File: config.mk
export PLATFORM = sky130hd
export DESIGN_NAME = reg_wr_arbiter
export DESIGN_NICKNAME = d
export VERILOG_FILES = /design/src/rtl/reg_wr_arbiter.sv
export SDC_FILE = /design/constraint.sdc
export NUM_CORES = 1
export LEC_CHECK = 0
export ABC_AREA = 0
export BUFFER_PORTS_ARGS = -buffer_cell sky130_fd_sc_hd__buf_4
export CORE_ASPECT_RATIO = 1.4
export CORE_MARGIN = 3
export CORE_UTILIZATION = 50
export CTS_CLUSTER_DIAMETER = 80
export DETAILED_ROUTE_END_ITERATION = 6
export PLACE_DENSITY_LB_ADDON = 0.12
export RECOVER_POWER = 50
export SETUP_SLACK_MARGIN = 0.02
export SYNTH_ARGS = -nofsm -noshare
export SYNTH_HDL_FRONTEND = slang
export SYNTH_SLANG_ARGS = --single-unit
File: constraint.sdc
create_clock -name clk -period 3.9 [get_ports clk]
set_input_delay 0.78 -clock clk [delete_from_list [all_inputs] [get_ports clk]]
set_output_delay 0.78 -clock clk [all_outputs]
set_load 0.005 [all_outputs]
File: src/rtl/reg_wr_arbiter.sv
// Arbitrates the register-file write port between core writeback and a burst register loader.
// Latency: one cycle from grant to rf_*; loader bursts yield to core until the starvation cap is reached.
module reg_wr_arbiter #(
    parameter int PW         = 4,
    parameter int DW         = 8,
    parameter int STARVE_MAX = 3
) (
    input  logic          clk,
    input  logic          reset_n,
    input  logic          core_req,
    input  logic [PW-1:0] core_addr,
    input  logic [DW-1:0] core_data,
    output logic          core_gnt,
    input  logic          ld_req,
    input  logic [PW-1:0] ld_addr,
    input  logic [PW-1:0] ld_len,
    input  logic          ld_valid,
    input  logic [DW-1:0] ld_data,
    output logic          ld_ready,
    output logic          ld_busy,
    output logic          ld_done,
    output logic          rf_wr_en,
    output logic [PW-1:0] rf_addr,
    output logic [DW-1:0] rf_data,
    output logic          rf_src
);

    localparam int SW = 3;
    localparam logic [SW-1:0] STARVE_LIM = SW'(STARVE_MAX);

    typedef enum logic {
        IDLE  = 1'b0,
        BURST = 1'b1
    } state_t;

    state_t        state_q;
    logic [SW-1:0] starve_q;
    logic [PW-1:0] beat_q;
    logic [PW-1:0] base_q;
    logic [PW-1:0] len_q;
    logic          ld_busy_q;
    logic          ld_done_q;
    logic          rf_wr_en_q;
    logic [PW-1:0] rf_addr_q;
    logic [DW-1:0] rf_data_q;
    logic          rf_src_q;

    logic          in_burst;
    logic          loader_wins;
    logic          beat_xfer;
    logic          last_beat;
    logic [PW-1:0] beat_addr;

    assign in_burst    = (state_q == BURST);
    assign loader_wins = (starve_q == STARVE_LIM) || !core_req;
    assign last_beat   = (beat_q == len_q);
    // Natural PW-bit truncation gives the wrap from the top register back to 0.
    assign beat_addr   = base_q + beat_q;

    // Grants are gated by reset_n so nothing is offered while reset is held.
    assign ld_ready  = reset_n && in_burst && loader_wins;
    assign beat_xfer = ld_valid && ld_ready;
    assign core_gnt  = reset_n && core_req && !(in_burst && ld_valid && loader_wins);

    assign ld_busy  = ld_busy_q;
    assign ld_done  = ld_done_q;
    assign rf_wr_en = rf_wr_en_q;
    assign rf_addr  = rf_addr_q;
    assign rf_data  = rf_data_q;
    assign rf_src   = rf_src_q;

    always_ff @(posedge clk or negedge reset_n) begin
        if (!reset_n) begin
            state_q    <= IDLE;
            starve_q   <= '0;
            beat_q     <= '0;
            base_q     <= '0;
            len_q      <= '0;
            ld_busy_q  <= 1'b0;
            ld_done_q  <= 1'b0;
            rf_wr_en_q <= 1'b0;
            rf_addr_q  <= '0;
            rf_data_q  <= '0;
            rf_src_q   <= 1'b0;
        end else begin
            ld_done_q  <= 1'b0;
            rf_wr_en_q <= 1'b0;

            if (core_gnt) begin
                rf_wr_en_q <= 1'b1;
                rf_addr_q  <= core_addr;
                rf_data_q  <= core_data;
                rf_src_q   <= 1'b0;
            end else if (beat_xfer) begin
                rf_wr_en_q <= 1'b1;
                rf_addr_q  <= beat_addr;
                rf_data_q  <= ld_data;
                rf_src_q   <= 1'b1;
            end

            case (state_q)
                IDLE: begin
                    if (ld_req) begin
                        state_q   <= BURST;
                        base_q    <= ld_addr;
                        len_q     <= ld_len;
                        beat_q    <= '0;
                        starve_q  <= '0;
                        ld_busy_q <= 1'b1;
                    end
                end
                BURST: begin
                    if (beat_xfer) begin
                        starve_q <= '0;
                        if (last_beat) begin
                            state_q   <= IDLE;
                            ld_busy_q <= 1'b0;
                            ld_done_q <= 1'b1;
                        end else begin
                            beat_q <= beat_q + 1'b1;
                        end
                    end else if (ld_valid && core_req && !loader_wins) begin
                        starve_q <= starve_q + 1'b1;
                    end
                end
                default: begin
                    state_q   <= IDLE;
                    ld_busy_q <= 1'b0;
                end
            endcase
        end
    end

endmodule

==> results of run 1 <==
[critical path, cell delays in order]
cell	delay, ns
buf_4	0.38
nand2_1	0.18
a21oi_4	0.13
buf_4	0.24
buf_4	0.15
[sequential cells by signal, summed over array words and instances, names as in the netlist]
signal	cells
in_burst	1
rf_data	8
beat_q	4
rf_addr	4
base_q	4
rf_src	1
ld_busy	1
starve_q	3
ld_done	1
len_q	4
rf_wr_en	1
[metal layers]
metal / GRT usage, % / up-vias / part of all wire (%)
li1: - / 621 / -
met5: 0 / - / 0
met4: 8.59 / 0 / 1.6
met2: 31.8 / 43 / 51
met1: 20.4 / 596 / 40
met3: 6.61 / 6 / 7.1
[logic make-up (layout without fill, tap and decap cells)]
group,count (synthesis),after routing,synth area share [%]
AOI/OAI and AO/OA,28,28,12.0
xor gates and xnor gates,7,7,3.66
adders and majority gates,7,7,5.68
buffers and inverters,15,68,5.09
DFF,32,32,47.9
muxes,21,21,13.4
and+or+nand+nor,40,40,12.3
[final timing paths]
kind / end / cells past startpoint
setup / recovery: core_gnt / 5
min in group clk: rf_src / 1
setup reg to reg: rf_data[1] / 3
max in group asynchronous: base_q[1] / 1
hold / removal: starve_q[2] / 1
hold reg to reg: rf_src / 1
[layout make-up]
cell class	instances	area, um^2	share of cell area (%)
clock buffers	8	90.1	4.20
multi-input cells	103	787	36.7
inverters	8	30.0	1.40
well taps	39	48.8	2.28
flip-flops and latches	32	801	37.4
repair buffers	52	387	18.0
[through the flow]
stage	total power, uW	area (um^2)
detailed placement	1030	2060
global route	1370	2140
floorplan	851	1670
global placement	999	2060
CTS	1290	2150
finish	1270	2140
[synthesized netlist by cell type]
master     number
nand2_1        16
nor3b_2         1
buf_6           3
mux2_4          1
o32a_1          1
a32o_1          1
o211ai_1        1
clkbuf_1        1
o22a_4          1
xor2_1          3
mux2_2          7
nand4_1         2
mux2i_1        13
ha_1            6
and3_1          2
xnor2_1         4
nor3b_1         1
buf_4           1
nor2b_1         3
o21ai_0         8
buf_2           2
inv_1           8
dfrtp_1        32
nand4bb_1       1
o31ai_1         1
a21oi_4         1
nor2_1          9
a21o_1          3
o21a_1          1
o2bb2ai_1       1
and3_4          1
a21oi_1         2
nand3_1         2
o21ai_1         5
o221ai_1        1
fa_1            1
o211a_1         1
and2_4          1
nand2b_1        1
[report_power, final]
part | switching, uW | internal [uW]
Clock | 112 | 144
Sequential | 90.7 | 442
Combinational | 217 | 267
Total | 420 | 853
==> impl_metrics.tcl, run 1 <==
set metrics [dict create \
    worst_slew_margin_rel_pct 23.2 \
    numCtsBuffers 5 \
    stdcell_count 242 \
    dp_slack_ns 1.19 \
    setup_violations 0 \
    gp_congestion 0.761 \
    leakagePower_uw 0.00105 \
    dr.pass1.iters 4 \
    grt.overflow.total 0 \
    htreeDepth 2 \
    ir_drop_mv 0.328 \
    initial_utilization_pct 53.1 \
    drc_errors 0 \
    die_area_um2 4090 \
    synth-seq-cells 32 \
    die_h_um 74.4 \
    yosysTopAreaCellShare_pct 47.9 \
    fmax_ghz 0.375 \
    worstPathRequired_ns 3.12 \
    drt_iter0_markers 16 \
    syn_nets 190 \
    netlist_area_um2 1670 \
    num_rows 24 \
    final_common_cell "buf_4" \
    hold-worst-slack_ns 0.449 \
    fin_tns_setup_ns 0 \
    wl_um 3370 \
    min_period_ns 2.67 \
    crit_fanout 39 \
    ys_top_cells_by_area "dfrtp_1 (48%), mux2i_1 (7.8%), mux2_2 (4.7%)" \
    yosysTopAreaCell "dfrtp_1" \
    grt_max_degree 40 \
    grt_util_all_layers_pct 18.8 \
    clk_pin_slew_ns 0.06 \
    start_kind "primary input" \
    post_cts_buffers 0 \
    startpoint "reset_n" \
    numPortBuffers 50 \
    die_width_um 54.9 \
    setup_ws_ns 1.23 \
    grt_pass1_vias 1322 \
    layout-drive-gt1-share_pct 34.5 \
    rsz0062_at_grt "false" \
    clockRootBuffer "clkbuf_8" \
    io-pin-count 51 \
    tightest_slew_ns 1.14 \
    grt_pass1_wl_um 5510 \
    status "completed" \
    worstReg2RegStart "in_burst" \
    yosysWarnings 0 \
    synth_cell_types 39 \
    hold_path_class "primary input to async pin" \
    clockBufferDepth 2 \
    syn_to_final_growth_pct 28.1 \
    ctsResizeCount 0 \
    syn-instance-count 150 \
    hold_viol_final 0 \
    cts_sinks 32 \
    hpwl_um 2590 \
    avgSynthCellArea_um2 11.2 \
    max-cap-violations 0 \
    finalCritPeriodShare_pct 68.4 \
    antenna_found_initial 0 \
    ys_seq_area_share_pct 47.9 \
    holdBufCountCts 0 \
    drtAntennaViolNets 0 \
    viasPerCell 5.23 \
    path_class "primary input to output port" \
    layout.nets 242 \
    cts_tree "done" \
    wire_per_inst_um 13.9 \
    cp.arrival_ns 1.89 \
    powerDensity_nw_per_um2 594 \
    core_area_um2 3150 \
    clk_latency_ns 0.28 \
    critPathCaptureType "output port" \
    reg2reg_setup_slack_ns 1.86 \
    insertedDiodeCount 0 \
    num_vias 1266 \
    place_inst 234 \
    mostFrequentLayoutCells "buf_4 (44), dfrtp_1 (32), nand2_1 (16)" \
    final_util_pct 68.0 \
    fill_cells 266 \
    final_max_slew_viol_count 0 \
    finalClockSkew_ns 0.00328 \
]
No activity file was read; power rests on OpenSTA's default activity.
==> inputs of run 2 (changes only) <==
Settings changed: CORE_UTILIZATION 50 to 46.
Clock period 3.9 ns to 2.42 ns, I/O delays scaled along.
==> impl_metrics.tcl, run 2 (same netlist as run 1, synthesis figures left out) <==
set metrics [dict create \
    layout.nets 244 \
    fin_tns_setup_ns 0 \
    die_width_um 57.0 \
    path_depth 5 \
    r2r_cells 6 \
    critical_path_buf_inv_count 1 \
    gp_congestion 0.729 \
    cp.arrival_ns 1.63 \
    numPortBuffers 50 \
    drtAntennaViolNets 0 \
    timing.rr.end "beat_q[0]" \
    wl_um 3440 \
    p_int_uw 1390 \
    cpMostUsedCell "ha_1" \
    die_h_um 77.4 \
    setup_ws_ns 0.309 \
    numCtsBuffers 5 \
    htreeDepth 2 \
    swShare_pct 32.8 \
    leakagePower_uw 0.00106 \
    ctsResizeCount 0 \
    power.switching_uw 682 \
    io-pin-count 51 \
    layout-drive-gt1-share_pct 35.8 \
    clock_power_share_pct 21.1 \
    wire_per_inst_um 14.1 \
    drt_iter0_markers 13 \
    hold_viol_final 0 \
    finalClockSkew_ns 0.00672 \
    status "completed" \
    final_max_slew_viol_count 0 \
    dr.pass1.iters 4 \
    place_inst 237 \
    max-cap-violations 0 \
    initial_utilization_pct 48.6 \
    viasPerCell 5.21 \
    crit_family "adder cells" \
    core_area_um2 3440 \
    path_class "flop to output port" \
    seq_power_share_pct 41.7 \
    mostFrequentLayoutCells "buf_4 (44), dfrtp_1 (32), nand2_1 (16)" \
    start_kind "flop" \
    clk_pin_slew_ns 0.07 \
    grt_pass1_vias 1380 \
    power_frac_comb_pct 37.2 \
    hold-worst-slack_ns 0.0692 \
    num_rows 25 \
    fmax_ghz 0.474 \
    clockBufferDepth 2 \
    crit_chain "ha_1 -> ha_1 -> nand2b_1 -> and3_1 -> buf_4" \
    worstPathRequired_ns 1.94 \
    num_vias 1272 \
    ir_drop_mv 0.503 \
    finalCritPeriodShare_pct 87.2 \
    antenna_found_initial 0 \
    min_period_ns 2.11 \
    grt_util_all_layers_pct 17.1 \
    holdBufCountCts 0 \
    grt_pass1_wl_um 5930 \
    setup_violations 0 \
    post_cts_buffers 0 \
    powerDensity_nw_per_um2 958 \
    dp_slack_ns 0.515 \
    grt.overflow.total 0 \
    worstReg2RegStart "starve_q[0]" \
    reg2reg_setup_slack_ns 0.52 \
    largest_register_ffs 8 \
    stdcell_count 244 \
    final_common_cell "buf_4" \
    syn_to_final_growth_pct 29.5 \
    cts_tree "done" \
    clockRootBuffer "clkbuf_8" \
    crit_fanout 3 \
    die_area_um2 4410 \
    clk_latency_ns 0.28 \
    cts_sinks 32 \
    critPathCaptureType "output port" \
    insertedDiodeCount 0 \
    drc_errors 0 \
    worst_slew_margin_rel_pct 43.7 \
    grt_max_degree 25 \
    cp_slowest_cell "dfrtp_1" \
    hpwl_um 2740 \
    slowest_delay_ns 0.40 \
    hold_path_class "primary input to async pin" \
    tightest_slew_ns 0.845 \
    rsz0062_at_grt "false" \
]
==> run 2: cell count changes in the layout (fill, tap and decap cells not counted), sizes merged <==
cell    before  now
clkbuf      16   17
==> run 2: per-layer routing <==
layer | part of all wire (%) | vias to the layer above | GRT usage (%)
li1 | - | 628 | -
met1 | 40 | 587 | 19.1
met2 | 51 | 48 | 28.9
met3 | 7.7 | 9 | 6.66
met4 | 1.7 | 0 | 6.73
met5 | 0 | - | 0
==> run 2: how the worst max path moves through the flow <==
stage | from | endpoint
3_3_place_gp | starve_q[0] | beat_q[0]
4_1_cts | starve_q[0] | ld_ready
3_5_place_dp | reset_n | rf_data[3]
6_report | starve_q[0] | ld_ready
2_1_floorplan | starve_q[0] | beat_q[0]
5_1_grt | starve_q[0] | ld_ready
==> run 2: worst register-to-register path: stages (launching register included) <==
cell,delay (ns)
dfrtp_1,0.40
ha_1,0.21
ha_1,0.22
nand2b_1,0.19
and3_4,0.24
o22a_4,0.24
mux2_4,0.29
==> run 2: through the flow <==
stage,utilization (%),cell area (um^2),power [uW]
after global placement,60.3,2070,1620
after detailed placement,60.3,2070,1670
final,62.9,2170,2080
after floorplan,-,1670,1370
after CTS,63.1,2170,2120
after global routing,62.9,2170,2230
==> run 2: final cells by class <==
cell class / instances / area (um^2)
clock buffer: 7 / 96.3
inverter: 8 / 30.0
timing repair buffer: 54 / 402
tap: 40 / 50.0
fill: 307 / 1270
sequential: 32 / 801
multi-input combinational: 103 / 787
==> run 2: power groups by stage <==
stage	registers (uW)	logic (uW)	clock network, uW
CTS	867	796	454
finish	865	773	437
global route	887	870	475
detailed placement	872	797	0
floorplan	835	536	0
global placement	858	766	0
==> inputs of run 3 (changes only) <==
Settings changed: PLACE_DENSITY set to 0.76, PLACE_DENSITY_LB_ADDON 0.12 to unset.
==> impl_metrics.tcl, run 3 (same netlist as run 1, synthesis figures left out) <==
set metrics [dict create \
    status "completed" \
    rsz0062_at_grt "false" \
    powerDensity_nw_per_um2 964 \
    start_kind "flop" \
    drc_errors 0 \
    fill_cells 294 \
    ir_drop_mv 0.610 \
    setup_violations 0 \
    largest_register_ffs 8 \
    layout-drive-gt1-share_pct 34.1 \
    io-pin-count 51 \
    cts_sinks 32 \
    syn_to_final_growth_pct 28.6 \
    drt_iter0_markers 12 \
    clockBufferDepth 2 \
    die_area_um2 4410 \
    worst_slew_margin_rel_pct 38.3 \
    critical_path_buf_inv_count 1 \
    hold_path_class "primary input to async pin" \
    grt_util_all_layers_pct 18.5 \
    seqCellArea_um2 801 \
    final_common_cell "buf_4" \
    wire_per_inst_um 14.7 \
    grt_max_degree 22 \
    final_max_slew_viol_count 0 \
    worstReg2RegStart "starve_q[0]" \
    clk_latency_ns 0.28 \
    die_width_um 57.0 \
    ctsResizeCount 0 \
    clockRootBuffer "clkbuf_8" \
    clk_pin_slew_ns 0.06 \
    initial_utilization_pct 48.6 \
    cp_slowest_cell "dfrtp_1" \
    numCtsBuffers 5 \
    hold_viol_final 0 \
    die_h_um 77.4 \
    crit_fanout 3 \
    cpMostUsedCell "ha_1" \
    path_class "flop to output port" \
    critPathCaptureType "output port" \
    htreeDepth 2 \
    leakagePower_uw 0.00105 \
    cts_tree "done" \
    slowest_delay_ns 0.40 \
    crit_chain "ha_1 -> ha_1 -> nand2b_1 -> and3_1 -> buf_4" \
    startpoint "starve_q[0]" \
    worstPathRequired_ns 1.94 \
    viasPerCell 5.26 \
    core_area_um2 3440 \
    num_rows 25 \
    fin_tns_setup_ns 0 \
    num_vias 1288 \
    insertedDiodeCount 0 \
    grt.overflow.total 0 \
    tightest_slew_ns 0.926 \
    dr.pass1.iters 4 \
    grt_pass1_wl_um 6440 \
    layout.nets 244 \
    fmax_ghz 0.475 \
    finalCritPeriodShare_pct 86.9 \
    grt_pass1_vias 1423 \
    max-cap-violations 0 \
    finalClockSkew_ns 0.00406 \
    drtAntennaViolNets 0 \
    wl_um 3600 \
    hpwl_um 2790 \
    final_util_pct 62.5 \
    post_cts_buffers 0 \
    mostFrequentLayoutCells "buf_4 (44), dfrtp_1 (32), nand2_1 (16)" \
    numPortBuffers 50 \
    multi_input_area_um2 787 \
    cp.arrival_ns 1.62 \
    antenna_found_initial 0 \
    holdBufCountCts 0 \
    gp_congestion 0.720 \
    crit_family "adder cells" \
    min_period_ns 2.10 \
]
run 3: metal layers:
metal  share of wire [%]  GRT usage, %
met1                  39          21.8
met2                  52          32.3
met3                 7.5          5.16
met4                 1.2          5.57
met5                   0             0
run 3: path summary, 6_finish.rpt:
| path | slack (ns) | endpoint | cells after the start |
|---|---|---|---|
| setup / recovery | 0.32 | ld_ready | 5 |
| hold / removal | 0.07 | ld_done | 1 |
| setup reg to reg | 0.53 | beat_q[0] | 6 |
| hold reg to reg | 0.48 | rf_src | 1 |
| max in group asynchronous | 1.22 | rf_data[4] | 2 |
| min in group clk | 0.41 | rf_addr[2] | 3 |
run 3: per-stage QoR:
stage                     hold slack, ns  power [uW]  instance area, um^2  std cells  setup WS, ns
after global routing              0.0839        2250                 2150        245         0.224
final                             0.0715        2070                 2150        245         0.316
after CTS                         0.0770        2110                 2160        245         0.305
after global placement             0.368        1630                 2070        237         0.581
after detailed placement           0.378        1690                 2070        237         0.542
after floorplan                    0.188        1370                 1670        150         0.541
run 3: power by group:
| group | internal (uW) | total, uW | switching (uW) |
|---|---|---|---|
| Combinational | 432 | 799 | 367 |
| Clock | 232 | 415 | 183 |
| Sequential | 712 | 861 | 148 |
| Total | 1380 | 2070 | 698 |
run 3: worst register-to-register path, delay by kind of cell (launching register included):
family / cells / cell delay [ns]
adder cells (fa/ha/maj): 2 / 0.43
AND/OR/NAND/NOR: 2 / 0.42
flip-flops: 1 / 0.40
multiplexers: 1 / 0.30
AO/OA/AOI/OAI: 1 / 0.23
run 3: final cells by class:
| type | count | share of cell area, % |
|---|---|---|
| clock buffer | 8 | 4.19 |
| inverter | 8 | 1.40 |
| multi-input combinational | 103 | 36.6 |
| sequential | 32 | 37.2 |
| tap | 40 | 2.33 |
| timing repair buffer | 54 | 18.3 |
